File: src/rtl/tof_bram_write_arbiter_pkg.sv
// ----------------------------------------------------------------------------
// tof_pkg
// Shared constants and types for the ToF BRAM write arbiter slice.
//   N_CH      : number of sensor channels (power of two)
//   ZONE_W    : zone index width
//   DATA_W    : sample width
//   CH_W      : channel index width, derived from N_CH
//   OVR_CNT_W : width of the per-channel overrun counters
//   tof_word_t: one captured channel word {zone, sample}
// Optional feature macro used by the importing files: TOF_ARB_OVERRUN_CNT_EN
// ----------------------------------------------------------------------------
package tof_pkg;

    localparam int N_CH      = 8;
    localparam int ZONE_W    = 5;
    localparam int DATA_W    = 16;
    localparam int CH_W      = $clog2(N_CH);
    localparam int OVR_CNT_W = 8;

    typedef struct packed {
        logic [ZONE_W-1:0] zone;
        logic [DATA_W-1:0] sample;
    } tof_word_t;

    // Clear is applied first so a clear coinciding with a new loss leaves 1.
    function automatic logic [OVR_CNT_W-1:0] ovr_cnt_next(
        input logic [OVR_CNT_W-1:0] cnt,
        input logic                 clr,
        input logic                 evt
    );
        logic [OVR_CNT_W-1:0] base;
        base = clr ? '0 : cnt;
        if (evt && (base != {OVR_CNT_W{1'b1}})) begin
            base = base + 1'b1;
        end
        return base;
    endfunction

endpackage : tof_pkg

File: src/rtl/tof_bram_write_arbiter_if.sv
// ----------------------------------------------------------------------------
// tof_bram_write_arbiter_if
// Bundles the sensor-side capture signals and the BRAM port A write signals.
//   ch_valid    : per-channel one-cycle data-ready pulses
//   ch_data     : per-channel {zone, sample} words, packed channel-major
//   overrun_clr : per-channel clear of the sticky overrun flags/counters
//   bram_we/bram_addr/bram_din : BRAM port A write, address {channel, zone}
//   pending     : holding register occupied, per channel
//   overrun     : sticky sample-lost flags, per channel
//   overrun_cnt : per-channel 8-bit saturating loss counters
//                 (only with TOF_ARB_OVERRUN_CNT_EN)
// Modports: master = sensor/BRAM environment side, slave = arbiter side.
// ----------------------------------------------------------------------------
interface tof_bram_write_arbiter_if
    import tof_pkg::*;
#(
    parameter int N_CH   = tof_pkg::N_CH,
    parameter int ZONE_W = tof_pkg::ZONE_W,
    parameter int DATA_W = tof_pkg::DATA_W
);

    localparam int CH_W   = $clog2(N_CH);
    localparam int WORD_W = ZONE_W + DATA_W;

    logic [N_CH-1:0]        ch_valid;
    logic [N_CH*WORD_W-1:0] ch_data;
    logic [N_CH-1:0]        overrun_clr;
    logic                   bram_we;
    logic [CH_W+ZONE_W-1:0] bram_addr;
    logic [DATA_W-1:0]      bram_din;
    logic [N_CH-1:0]        pending;
    logic [N_CH-1:0]        overrun;
`ifdef TOF_ARB_OVERRUN_CNT_EN
    logic [N_CH*OVR_CNT_W-1:0] overrun_cnt;

    modport master (
        output ch_valid, ch_data, overrun_clr,
        input  bram_we, bram_addr, bram_din, pending, overrun, overrun_cnt
    );

    modport slave (
        input  ch_valid, ch_data, overrun_clr,
        output bram_we, bram_addr, bram_din, pending, overrun, overrun_cnt
    );
`else
    modport master (
        output ch_valid, ch_data, overrun_clr,
        input  bram_we, bram_addr, bram_din, pending, overrun
    );

    modport slave (
        input  ch_valid, ch_data, overrun_clr,
        output bram_we, bram_addr, bram_din, pending, overrun
    );
`endif

endinterface : tof_bram_write_arbiter_if

File: src/rtl/tof_bram_write_arbiter_rr_arbiter.sv
// ----------------------------------------------------------------------------
// rr_arbiter
// Purely combinational round-robin arbiter. The search starts at ptr_i and
// wraps modulo N_CH; the first requesting channel wins. The owner of the
// pointer register advances it.
//   req_i       : request vector
//   ptr_i       : highest-priority channel this cycle
//   grant_o     : one-hot grant
//   grant_idx_o : encoded grant index (0 when nothing is granted)
//   any_grant_o : at least one request was granted
// ----------------------------------------------------------------------------
module rr_arbiter #(
    parameter int N_CH = 8,
    localparam int CH_W = $clog2(N_CH)
) (
    input  logic [N_CH-1:0] req_i,
    input  logic [CH_W-1:0] ptr_i,
    output logic [N_CH-1:0] grant_o,
    output logic [CH_W-1:0] grant_idx_o,
    output logic            any_grant_o
);

    // Walk the channels starting at the pointer; the CH_W-bit sum wraps
    // naturally because N_CH is a power of two.
    always_comb begin
        logic [CH_W-1:0] cand;
        logic            found;
        cand        = '0;
        found       = 1'b0;
        grant_idx_o = '0;
        grant_o     = '0;
        for (int k = 0; k < N_CH; k++) begin
            cand = ptr_i + CH_W'(k);
            if (!found && req_i[cand]) begin
                found       = 1'b1;
                grant_idx_o = cand;
            end
        end
        if (found) begin
            grant_o[grant_idx_o] = 1'b1;
        end
        any_grant_o = found;
    end

endmodule : rr_arbiter

File: src/rtl/tof_bram_write_arbiter.sv
// ----------------------------------------------------------------------------
// tof_bram_write_arbiter
// Round-robin write arbiter between the ToF sensor I2C channels and port A
// of the ToF data BRAM. Each data-ready pulse captures its channel word in a
// holding register; pending words are drained one BRAM write per cycle at
// address {channel, zone}. A new word arriving while the previous one is
// still held (and not being written this cycle) replaces it and raises the
// channel's sticky overrun flag.
// Ports:
//   clk   : system clock, rising edge
//   rst_n : asynchronous active-low reset, clears all state
//   bus   : tof_bram_write_arbiter_if.slave (capture inputs, BRAM write,
//           pending/overrun status, overrun clear)
// Optional feature: define TOF_ARB_OVERRUN_CNT_EN to add per-channel 8-bit
// saturating overrun counters on bus.overrun_cnt.
// ----------------------------------------------------------------------------
module tof_bram_write_arbiter
    import tof_pkg::*;
#(
    parameter int N_CH   = tof_pkg::N_CH,
    parameter int ZONE_W = tof_pkg::ZONE_W,
    parameter int DATA_W = tof_pkg::DATA_W
) (
    input logic                     clk,
    input logic                     rst_n,
    tof_bram_write_arbiter_if.slave bus
);

    localparam int CH_W   = $clog2(N_CH);
    localparam int WORD_W = ZONE_W + DATA_W;

    typedef struct packed {
        logic [ZONE_W-1:0] zone;
        logic [DATA_W-1:0] sample;
    } word_t;

    word_t                  hold_q [N_CH];
    word_t                  hold_d [N_CH];
    logic [N_CH-1:0]        pending_q, pending_d;
    logic [N_CH-1:0]        overrun_q, overrun_d;
    logic [CH_W-1:0]        rr_ptr_q, rr_ptr_d;
    logic                   bram_we_q, bram_we_d;
    logic [CH_W+ZONE_W-1:0] bram_addr_q, bram_addr_d;
    logic [DATA_W-1:0]      bram_din_q, bram_din_d;

    logic [N_CH-1:0]        grant;
    logic [CH_W-1:0]        grant_idx;
    logic                   any_grant;
    logic [N_CH-1:0]        ovr_evt;

    rr_arbiter #(
        .N_CH (N_CH)
    ) u_rr_arbiter (
        .req_i       (pending_q),
        .ptr_i       (rr_ptr_q),
        .grant_o     (grant),
        .grant_idx_o (grant_idx),
        .any_grant_o (any_grant)
    );

    // A pulse on the channel being granted is not a loss: the held word is
    // written this cycle and the new word takes its place.
    always_comb begin
        ovr_evt     = bus.ch_valid & pending_q & ~grant;
        pending_d   = bus.ch_valid | (pending_q & ~grant);
        overrun_d   = ovr_evt | (overrun_q & ~bus.overrun_clr);
        bram_we_d   = any_grant;
        bram_addr_d = bram_addr_q;
        bram_din_d  = bram_din_q;
        rr_ptr_d    = rr_ptr_q;
        for (int i = 0; i < N_CH; i++) begin
            hold_d[i] = bus.ch_valid[i] ? word_t'(bus.ch_data[i*WORD_W +: WORD_W])
                                        : hold_q[i];
        end
        if (any_grant) begin
            bram_addr_d = {grant_idx, hold_q[grant_idx].zone};
            bram_din_d  = hold_q[grant_idx].sample;
            rr_ptr_d    = grant_idx + CH_W'(1);
        end
    end

    always_ff @(posedge clk or negedge rst_n) begin
        if (!rst_n) begin
            pending_q   <= '0;
            overrun_q   <= '0;
            rr_ptr_q    <= '0;
            bram_we_q   <= 1'b0;
            bram_addr_q <= '0;
            bram_din_q  <= '0;
            for (int i = 0; i < N_CH; i++) begin
                hold_q[i] <= '0;
            end
        end else begin
            pending_q   <= pending_d;
            overrun_q   <= overrun_d;
            rr_ptr_q    <= rr_ptr_d;
            bram_we_q   <= bram_we_d;
            bram_addr_q <= bram_addr_d;
            bram_din_q  <= bram_din_d;
            for (int i = 0; i < N_CH; i++) begin
                hold_q[i] <= hold_d[i];
            end
        end
    end

    assign bus.bram_we   = bram_we_q;
    assign bus.bram_addr = bram_addr_q;
    assign bus.bram_din  = bram_din_q;
    assign bus.pending   = pending_q;
    assign bus.overrun   = overrun_q;

`ifdef TOF_ARB_OVERRUN_CNT_EN
    logic [OVR_CNT_W-1:0] ovr_cnt_q [N_CH];
    logic [OVR_CNT_W-1:0] ovr_cnt_d [N_CH];

    always_comb begin
        for (int i = 0; i < N_CH; i++) begin
            ovr_cnt_d[i] = ovr_cnt_next(ovr_cnt_q[i], bus.overrun_clr[i], ovr_evt[i]);
        end
    end

    always_ff @(posedge clk or negedge rst_n) begin
        if (!rst_n) begin
            for (int i = 0; i < N_CH; i++) begin
                ovr_cnt_q[i] <= '0;
            end
        end else begin
            for (int i = 0; i < N_CH; i++) begin
                ovr_cnt_q[i] <= ovr_cnt_d[i];
            end
        end
    end

    for (genvar g = 0; g < N_CH; g++) begin : g_cnt_out
        assign bus.overrun_cnt[g*OVR_CNT_W +: OVR_CNT_W] = ovr_cnt_q[g];
    end
`endif

endmodule : tof_bram_write_arbiter

File: src/flat_wrapper.sv
// flat-port wrapper written by rule: the top's interface ports become plain ports
module tof_bram_write_arbiter_flat import tof_pkg::*;
#(
    parameter int N_CH   = tof_pkg::N_CH,
    parameter int ZONE_W = tof_pkg::ZONE_W,
    parameter int DATA_W = tof_pkg::DATA_W
)
  (clk, rst_n, bus_ch_valid, bus_ch_data, bus_overrun_clr, bus_bram_we, bus_bram_addr, bus_bram_din, bus_pending, bus_overrun);
  tof_bram_write_arbiter_if #(.N_CH(N_CH), .ZONE_W(ZONE_W), .DATA_W(DATA_W)) bus_i ();
  input logic clk;
  input logic rst_n;
  input wire logic [$bits(bus_i.ch_valid)-1:0] bus_ch_valid;
  input wire logic [$bits(bus_i.ch_data)-1:0] bus_ch_data;
  input wire logic [$bits(bus_i.overrun_clr)-1:0] bus_overrun_clr;
  output wire logic [$bits(bus_i.bram_we)-1:0] bus_bram_we;
  output wire logic [$bits(bus_i.bram_addr)-1:0] bus_bram_addr;
  output wire logic [$bits(bus_i.bram_din)-1:0] bus_bram_din;
  output wire logic [$bits(bus_i.pending)-1:0] bus_pending;
  output wire logic [$bits(bus_i.overrun)-1:0] bus_overrun;
  assign bus_i.ch_valid = bus_ch_valid;
  assign bus_i.ch_data = bus_ch_data;
  assign bus_i.overrun_clr = bus_overrun_clr;
  assign bus_bram_we = bus_i.bram_we;
  assign bus_bram_addr = bus_i.bram_addr;
  assign bus_bram_din = bus_i.bram_din;
  assign bus_pending = bus_i.pending;
  assign bus_overrun = bus_i.overrun;
  tof_bram_write_arbiter #(.N_CH(N_CH), .ZONE_W(ZONE_W), .DATA_W(DATA_W)) u_core (.clk(clk), .rst_n(rst_n), .bus(bus_i));
endmodule
File: config.mk
export PLATFORM = sky130hd
export DESIGN_NAME = tof_bram_write_arbiter_flat
export DESIGN_NICKNAME = d
export VERILOG_FILES = /design/src/rtl/tof_bram_write_arbiter_pkg.sv /design/src/rtl/tof_bram_write_arbiter_if.sv /design/src/rtl/tof_bram_write_arbiter_rr_arbiter.sv /design/src/rtl/tof_bram_write_arbiter.sv /design/src/flat_wrapper.sv
export SDC_FILE = /design/constraint.sdc
export NUM_CORES = 1
export LEC_CHECK = 0
export CAP_MARGIN = 20
export CORE_ASPECT_RATIO = 0.8
export CORE_UTILIZATION = 46
export CTS_CLUSTER_DIAMETER = 40
export CTS_CLUSTER_SIZE = 40
export DETAILED_ROUTE_END_ITERATION = 8
export PLACE_DENSITY = 0.8
export SYNTH_ARGS = -nofsm -noshare
export SYNTH_HDL_FRONTEND = slang
export SYNTH_HIERARCHICAL = 1
export SYNTH_SLANG_ARGS = --single-unit
File: constraint.sdc
create_clock -name clk -period 4.8 [get_ports clk]
set_input_delay 0.72 -clock clk [delete_from_list [all_inputs] [get_ports clk]]
set_output_delay 0.72 -clock clk [all_outputs]
set_load 0.01 [all_outputs]
==> qor.txt, run 1 <==
==================================================================================
Number of vias in the routed layout                                           7128
Routability-driven placement congestion ratio                               0.9286
Setup repair after global routing missed its margin                          false
Clock buffer count from CTS                                                     28
Detailed-route vias per instance                                             5.809
First DRT Iteration DRCs                                                       645
P per Cell Area                                                       635.2 nW/um^2
WL/cell                                                                   23.72 um
Number of cells produced by synthesis                                          700
Crit-path cells                                                       buf_4 > ha_1 > inv_1 > mux4_2 > nor3_4 > o21ai_2 > o311ai_2 > mux2i_1 > inv_4 > buf_12 > buf_4 > mux2i_1 > o22ai_1 > a221o_1
Clock insertion delay at the later pin of the skew report                  0.54 ns
Slowest CP cell                                                       sky130_fd_sc_hd__mux4_2
Die Height                                                                134.2 um
Worst setup slack for register-to-register paths                           0.27 ns
Async S/R FF share, synth                                                   100.0%
Number of buffers and inverters on the critical path                             5
TritonCTS clock tree                                                           yes
Starting utilization of the core area                                       47.74%
Number of flops mapped to enable cells by yosys                                  0
Row count                                                                       47
Growth of design area from synthesis to finish                              35.52%
Part of the Yosys area used for sequential elements                         52.79%
Endpoint kind of the worst setup timing path                                  flop
Arr. time, crit path                                                       4.95 ns
Final period utilization                                                    94.42%
Capture point of the worst reg-to-reg path                            u_core/bus.bram_din[3]
Worst reg2reg startpoint                                              u_core/rr_ptr_q[0]
Slew Limit Fails                                                                 0
Post-CTS Hold Fix Bufs                                                           0
Core area                                                               21050 um^2
Maximum clock insertion buffer count                                             3
First-pass iteration count of the detailed router                                5
Warning count from the yosys run                                                 6
PortBufs                                                                       226
Number of flip-flops and latches in the synthesized netlist                    212
Setup bufs post-CTS                                                              0
Maximum cell stage delay along the critical path                           0.55 ns
Width of the die                                                          167.3 um
Final clock skew                                                        0.02731 ns
Synthesized Nets                                                               889
Max Cap Violations                                                               0
Number of antenna violations at the first check in global routing                1
Clk slew on worst S/H paths                                                0.06 ns
Hold violation total from the final report                                       0
Filler cell count in the final layout                                         1561
Share of final-layout standard cells stronger than drive strength 1         31.24%
Congestion Overflow GR                                                           0
Cts repair resizes                                                               0
Clock Tree Root                                                       sky130_fd_sc_hd__clkbuf_16
Number of different library cells in the post-synthesis netlist                 52
CTS Sinks                                                                      212
Pin count of the biggest net entering global routing                           127
Worst-margin pin slew                                                     1.108 ns
Total of endpoints with negative setup slack in the final report                 0
Sum Neg Setup Slack                                                           0 ns
Max H-tree Level                                                                 1
Leakage power                                                             5.609 nW
Required time of the worst setup path                                      5.22 ns
Result of the run                                                     finished, final reports clean
Netlist area before placement                                           10050 um^2
Io pins                                                                        227
Maximum clock rate                                                       220.6 MHz
Antenna viol nets, final                                                         0
Depth of the worst register-to-register path                                    14
Setup Crit Path Kind                                                    reg -> reg
Most instantiated flip-flop cell in the synthesis netlist             sky130_fd_sc_hd__dfrtp_1
Kind of start point of the critical path                                      flop
Wire length of the first global-routing pass                              44450 um
Relative slew slack                                                         25.91%
Mean post-synth cell area                                               14.36 um^2
DPL Wire Length                                                           20920 um
Final core utilization                                                      64.69%
Final nets                                                                    1125
Max FO, Critical Path                                                           49
Total GRT Usage                                                             26.19%
Period minus WS final                                                     4.532 ns
Die footprint                                                           22450 um^2
Via count of the first global-routing pass                                    7244
Wirelength, routed                                                        29110 um
Post-route DRC                                                                   0
HP Class                                                               in -> async
Maximum vdd ir drop                                                    0.0005939 V
Crit-path leading delay family                                        buffers and inverters
==================================================================================
==> cell usage in the layout, fill, tap and decap left out, types with 4 or more instances in the layout <==
cell type | Yosys | routed
sky130_fd_sc_hd__o22ai_1 | 23 | 23
sky130_fd_sc_hd__inv_8 | 0 | 5
sky130_fd_sc_hd__a221o_1 | 22 | 22
sky130_fd_sc_hd__nor3b_1 | 4 | 4
sky130_fd_sc_hd__clkdlybuf4s50_1 | 0 | 225
sky130_fd_sc_hd__mux2i_1 | 55 | 55
sky130_fd_sc_hd__mux4_2 | 30 | 30
sky130_fd_sc_hd__clkbuf_16 | 0 | 29
sky130_fd_sc_hd__a32o_1 | 9 | 9
sky130_fd_sc_hd__a221oi_1 | 5 | 5
sky130_fd_sc_hd__a21o_1 | 10 | 10
sky130_fd_sc_hd__dfrtp_1 | 212 | 212
sky130_fd_sc_hd__mux2_2 | 180 | 180
sky130_fd_sc_hd__buf_4 | 0 | 18
sky130_fd_sc_hd__clkinv_2 | 0 | 4
sky130_fd_sc_hd__nand2_1 | 15 | 15
sky130_fd_sc_hd__inv_1 | 23 | 22
sky130_fd_sc_hd__nor2_1 | 10 | 10
sky130_fd_sc_hd__inv_6 | 0 | 5
sky130_fd_sc_hd__nand2b_1 | 5 | 5
sky130_fd_sc_hd__xnor2_1 | 4 | 4
==> cells in the mapped netlist (2+ instances only) <==
cell | instances | area share [%]
sky130_fd_sc_hd__inv_1 | 23 | 0.86
sky130_fd_sc_hd__nor2b_1 | 3 | 0.19
sky130_fd_sc_hd__a21o_1 | 10 | 0.75
sky130_fd_sc_hd__buf_6 | 5 | 0.56
sky130_fd_sc_hd__o21ai_2 | 2 | 0.17
sky130_fd_sc_hd__nand3_1 | 2 | 0.10
sky130_fd_sc_hd__nor3b_1 | 4 | 0.30
sky130_fd_sc_hd__a21oi_1 | 2 | 0.10
sky130_fd_sc_hd__nand2_1 | 15 | 0.56
sky130_fd_sc_hd__nor3_1 | 3 | 0.15
sky130_fd_sc_hd__buf_2 | 10 | 0.50
sky130_fd_sc_hd__mux2_2 | 180 | 20
sky130_fd_sc_hd__nand2b_1 | 5 | 0.31
sky130_fd_sc_hd__o221ai_1 | 2 | 0.17
sky130_fd_sc_hd__o21ai_0 | 2 | 0.10
sky130_fd_sc_hd__nand4_1 | 2 | 0.12
sky130_fd_sc_hd__a32o_1 | 9 | 0.90
sky130_fd_sc_hd__ha_1 | 3 | 0.37
sky130_fd_sc_hd__buf_1 | 6 | 0.22
sky130_fd_sc_hd__clkbuf_1 | 22 | 0.82
sky130_fd_sc_hd__a221o_1 | 22 | 2.2
sky130_fd_sc_hd__o22ai_1 | 23 | 1.4
sky130_fd_sc_hd__or2_2 | 2 | 0.12
sky130_fd_sc_hd__nor2_1 | 10 | 0.37
sky130_fd_sc_hd__mux4_2 | 30 | 6.7
sky130_fd_sc_hd__o22a_1 | 2 | 0.17
sky130_fd_sc_hd__a221oi_1 | 5 | 0.44
sky130_fd_sc_hd__dfrtp_1 | 212 | 53
sky130_fd_sc_hd__xnor2_1 | 4 | 0.35
sky130_fd_sc_hd__o311ai_2 | 2 | 0.32
sky130_fd_sc_hd__mux2i_1 | 55 | 5.5
sky130_fd_sc_hd__nor3_2 | 3 | 0.30
==> report_power, final <==
| part | leakage (nW) | internal, W | switching [W] | total, W |
|---|---|---|---|---|
| clock network | 0.460 | 0.00115 | 0.000886 | 0.00204 |
| logic | 2.69 | 0.00212 | 0.00205 | 0.00417 |
| registers | 2.46 | 0.00214 | 0.000307 | 0.00244 |
| total | 5.61 | 0.00541 | 0.00324 | 0.00865 |
==> worst max path at each step <==
stage                                   from                       to  slack, ns  cells after the start
after floorplan           u_core/rr_ptr_q[1]  u_core/bus.bram_din[10]       0.29                     16
after detailed placement  u_core/rr_ptr_q[0]  u_core/bus.bram_addr[2]       0.36                     14
after global routing      u_core/rr_ptr_q[0]   u_core/bus.bram_din[0]       0.01                     14
after global placement    u_core/rr_ptr_q[0]  u_core/bus.bram_addr[4]       0.48                     14
after CTS                 u_core/rr_ptr_q[0]   u_core/bus.bram_din[3]       0.32                     14
final                     u_core/rr_ptr_q[0]   u_core/bus.bram_din[3]       0.27                     14
==> sequential cells by signal, summed over array words and instances, names as in the netlist <==
name / count
u_core/bus.bram_addr: 8
u_core/bus.bram_din: 16
u_core/bus.bram_we: 1
u_core/bus.overrun: 8
u_core/bus.pending: 8
u_core/hold_q: 168
u_core/rr_ptr_q: 3
==> layout make-up <==
type                    instances  area [um^2]  area share, %
flip-flops and latches        212         5305          38.95
multi-input cells             421         4443          32.62
repair buffers                249         2507          18.41
clock buffers                  30        729.5          5.356
well taps                     269        336.6          2.471
clock inverters                21        202.7          1.488
inverters                      24        92.59         0.6798
diodes                          1        2.502        0.01837
==> metrics by stage <==
step	instance area, um^2	cells	hold WS (ns)	setup WS (ns)	total power, W
final	13620	1227	0.2614	0.2678	0.008652
after detailed placement	12630	1172	0.4835	0.3588	0.006576
after floorplan	10050	700	0.4244	0.2899	0.005244
after CTS	13560	1223	0.3416	0.3244	0.008650
after global routing	13620	1227	0.3925	0.01377	0.009071
after global placement	12600	1171	0.4731	0.4845	0.006504
==> cells by family after synthesis <==
logic type / count (synthesis) / synth area share, %
simple gates: 53 / 2.889
buf+inv: 67 / 3.000
flops: 212 / 52.79
xor+xnor: 5 / 0.4357
fa+ha+maj: 3 / 0.3735
mux: 267 / 32.78
compound gates: 93 / 7.732
==> layer usage <==
layer	GRT usage, %	vias to the layer above	part of all wire [%]
met1	42.03	3598	49
met3	5.341	49	7.8
met2	34.70	352	40
li1	-	3129	-
met4	8.665	0	2.8
met5	0	-	0
Power figures use the tool's default switching activity.
==> run 2: changes to the inputs <==
- HOLD_SLACK_MARGIN: unset -> 0.08
- PLACE_DENSITY: 0.8 -> 0.79
- SYNTH_HIERARCHICAL: 1 -> unset
==> qor.txt, run 2 <==
==================================================================================
Result of the run                                                     finished, final reports clean
Die footprint                                                           23340 um^2   +4.0%
Warning count from the yosys run                                                 0   -6
Wire length of the first global-routing pass                              44350 um   -0.22%
Clock buffer count from CTS                                                     29   +3.6%
Share of final-layout standard cells stronger than drive strength 1         33.23%   +2.0 points
P per Cell Area                                                       679.9 nW/um^2   +7.0%
Synthesized Nets                                                               924   +3.9%
Clock insertion delay at the later pin of the skew report                  0.54 ns   about the same
First-pass iteration count of the detailed router                                5   unchanged
Max FO, Critical Path                                                           12   -76%
Max Cap Violations                                                               0   unchanged
First DRT Iteration DRCs                                                       525   -19%
Top cell type's share of synthesized area                                   50.74%   -2.0 points
Die Height                                                                136.8 um   +2.0%
Launching instance or port of the critical path                       u_core.rr_ptr_q[0]
Final nets                                                                    1157   +2.8%
Worst reg2reg startpoint                                              u_core.rr_ptr_q[0]
Part of the Yosys area used for sequential elements                         50.74%   -2.0 points
Number of antenna violations at the first check in global routing                0   -1
Core area                                                               21920 um^2   +4.1%
Row count                                                                       48   +2.1%
Maximum clock rate                                                       237.1 MHz   +7.5%
Cell type with the largest total area after synthesis                 sky130_fd_sc_hd__dfrtp_1
HP Class                                                               in -> async
Pin count of the biggest net entering global routing                           140   +10%
PortBufs                                                                       226   unchanged
Sum Neg Setup Slack                                                           0 ns   unchanged
Slew Limit Fails                                                                 0   unchanged
DPL Wire Length                                                           20620 um   -1.4%
Io pins                                                                        227   unchanged
Endpoint kind of the worst setup timing path                                  flop
Growth of design area from synthesis to finish                              34.12%
Routability-driven placement congestion ratio                               0.9073   -2.3%
Max H-tree Level                                                                 1   unchanged
XOR/XNOR share of the synthesized area                                     0.2513%   -0.18 points
Number of flops mapped to enable cells by yosys                                  0   unchanged
Dominant cell by count in the synthesized netlist                     sky130_fd_sc_hd__dfrtp_1
Number of cells produced by synthesis                                          736   +5.1%
Clk slew on worst S/H paths                                                0.06 ns   about the same
TritonCTS clock tree                                                           yes
Setup WS post-layout                                                     0.5823 ns   +0.3145 ns
Synth top cells by count                                              212 x sky130_fd_sc_hd__dfrtp_1, 174 x sky130_fd_sc_hd__mux2_2, 92 x sky130_fd_sc_hd__mux2i_1
Post-synthesis compound-gate area fraction                                  8.162%   +0.43 points
Register containing the most flip-flops in the final layout           u_core.hold_q
CTS Sinks                                                                      212   unchanged
Netlist area before placement                                           10460 um^2   +4.0%
Detailed-route vias per instance                                             5.554   -4.4%
Fraction of the mapped netlist area in adder cells                         0.2393%   -0.13 points
Maximum clock insertion buffer count                                             3   unchanged
Mean post-synth cell area                                               14.21 um^2   -1.1%
Via count of the first global-routing pass                                    7398   +2.1%
Leading cell types in the layout, fill and taps excluded              225 x sky130_fd_sc_hd__clkdlybuf4s50_1, 212 x sky130_fd_sc_hd__dfrtp_1, 174 x sky130_fd_sc_hd__mux2_2
Mux cell area share after synthesis                                         33.77%   +0.99 points
Worst slack at placement                                                 0.6301 ns   +0.2712 ns
Antenna viol nets, final                                                         0   unchanged
Final clock skew                                                       0.009205 ns   -0.01811 ns
Async S/R FF share, synth                                                   100.0%   unchanged
Hold violation total from the final report                                       0   unchanged
Setup bufs post-CTS                                                              0   unchanged
Post-synthesis simple-gate area fraction                                    3.100%   +0.21 points
Setup repair after global routing missed its margin                          false
Final period utilization                                                    87.87%   -6.6 points
Arr. time, crit path                                                       4.62 ns   -0.33 ns
Number of vias in the routed layout                                           7165   +0.52%
Power Total                                                             0.009534 W   +10%
Number of flip-flops and latches in the synthesized netlist                    212   unchanged
Width of the die                                                          170.6 um   +2.0%
Post-route DRC                                                                   0   unchanged
Wirelength, routed                                                        28870 um   -0.80%
Period minus WS final                                                     4.218 ns   -0.3145 ns
Synth top area cells                                                  sky130_fd_sc_hd__dfrtp_1 51%, sky130_fd_sc_hd__mux2_2 19%, sky130_fd_sc_hd__mux2i_1 8.8%, sky130_fd_sc_hd__mux4_2 3.2%, sky130_fd_sc_hd__mux2_4 2.7%
Congestion Overflow GR                                                           0   unchanged
Starting utilization of the core area                                       47.69%   about the same
Setup Crit Path Kind                                                    reg -> reg
Commonest non-fill, non-tap cell in the layout                        sky130_fd_sc_hd__clkdlybuf4s50_1
Number of different library cells in the post-synthesis netlist                 57   +9.6%
N_diodes                                                                         0   -1
Clock Tree Root                                                       sky130_fd_sc_hd__clkbuf_16
Post-CTS Hold Fix Bufs                                                           0   unchanged
Leakage power                                                             5.929 nW   +5.7%
Maximum vdd ir drop                                                    0.0003826 V   -36%
Flip-flop count of the largest register after layout                           168   unchanged
Post-route worst hold slack                                              0.2747 ns   +0.01331 ns
Kind of start point of the critical path                                      flop
Total GRT Usage                                                             25.44%   -0.74 points
Most instantiated flip-flop cell in the synthesis netlist             sky130_fd_sc_hd__dfrtp_1
Worst-margin pin slew                                                     1.085 ns   -0.02272 ns
Cts repair resizes                                                               0   unchanged
Combinational family with the most area after synthesis               multiplexers
WL/cell                                                                   22.38 um   -5.6%
Total of endpoints with negative setup slack in the final report                 0   unchanged
Relative slew slack                                                         27.65%   +1.7 points
Required time of the worst setup path                                      5.20 ns   -0.02 ns
==================================================================================
[run 2: cell count changes in the layout (fill, tap and decap cells not counted), moves of 13 or more]
cell                       delta
sky130_fd_sc_hd__a221o_1     -22
sky130_fd_sc_hd__a22oi_2     +18
sky130_fd_sc_hd__mux2_4      +18
sky130_fd_sc_hd__mux2i_1     +37
sky130_fd_sc_hd__mux4_2      -15
sky130_fd_sc_hd__nand2_1     +13
sky130_fd_sc_hd__o211ai_2    +16
sky130_fd_sc_hd__o22ai_1     -21
[run 2: final timing paths]
kind,endpoint,slack (ns),cells past startpoint
max,u_core.bus.bram_din[14],0.58,12
min,u_core.hold_q[86],0.27,1
max reg2reg,u_core.bus.bram_din[14],0.58,12
min reg2reg,u_core.bus.bram_addr[7],0.48,1
max in group asynchronous,u_core.rr_ptr_q[0],3.56,2
min in group clk,u_core.bus.bram_addr[7],0.48,1
[run 2: logic make-up after synthesis]
| logic type | Yosys count |
|---|---|
| multiplexers | 302 |
| flip-flops | 212 |
| AO/OA/AOI/OAI | 89 |
| buffers and inverters | 64 |
| AND/OR/NAND/NOR | 64 |
| XOR/XNOR | 3 |
| adder cells (fa/ha/maj) | 2 |
[run 2: metal layers]
| layer | share of wire [%] | GRT usage [%] | routed length (um) | vias up |
|---|---|---|---|---|
| met3 | 9.0 | 7.837 | 2612 | 44 |
| met4 | 2.4 | 7.357 | 701 | 0 |
| met5 | 0 | 0 | 0 | - |
| met1 | 49 | 38.40 | 14020 | 3625 |
| li1 | - | - | - | 3199 |
| met2 | 40 | 34.67 | 11540 | 297 |
[run 2: layout make-up]
type / count / area [um^2]
Timing Repair Buffer: 249 / 2512
Multi-Input combinational cell: 460 / 4790
Tap cell: 300 / 375.4
Fill cell: 1593 / 7899
Clock buffer: 30 / 739.5
Sequential cell: 212 / 5305
Clock inverter: 22 / 236.5
Inverter: 17 / 63.81
[run 2: power breakdown]
group          leakage (nW)  switching [W]  internal (W)
Combinational          2.99        0.00253       0.00240
Clock                 0.472       0.000874       0.00126
Sequential             2.46       0.000331       0.00214
Total                  5.93        0.00373       0.00580
[run 2: critical path: stages (launching register included)]
cell and delay [ns]:
sky130_fd_sc_hd__dfrtp_1 0.36, sky130_fd_sc_hd__inv_2 0.10, sky130_fd_sc_hd__ha_1 0.53, sky130_fd_sc_hd__mux4_2 0.65, sky130_fd_sc_hd__mux2_4 0.31, sky130_fd_sc_hd__o21ai_1 0.21, sky130_fd_sc_hd__o31ai_2 0.12, sky130_fd_sc_hd__a221oi_4 0.71
sky130_fd_sc_hd__buf_4 0.36, sky130_fd_sc_hd__mux2i_1 0.30, sky130_fd_sc_hd__mux2i_1 0.13, sky130_fd_sc_hd__a22oi_2 0.21, sky130_fd_sc_hd__o211ai_2 0.11
[run 2: stage by stage]
step / util, % / std cells / cell area, um^2
6_report: 63.97 / 1290 / 14020
3_5_place_dp: 59.25 / 1235 / 12990
5_1_grt: 63.97 / 1290 / 14020
4_1_cts: 63.70 / 1287 / 13960
3_3_place_gp: 59.25 / 1235 / 12990
2_1_floorplan: - / 736 / 10460
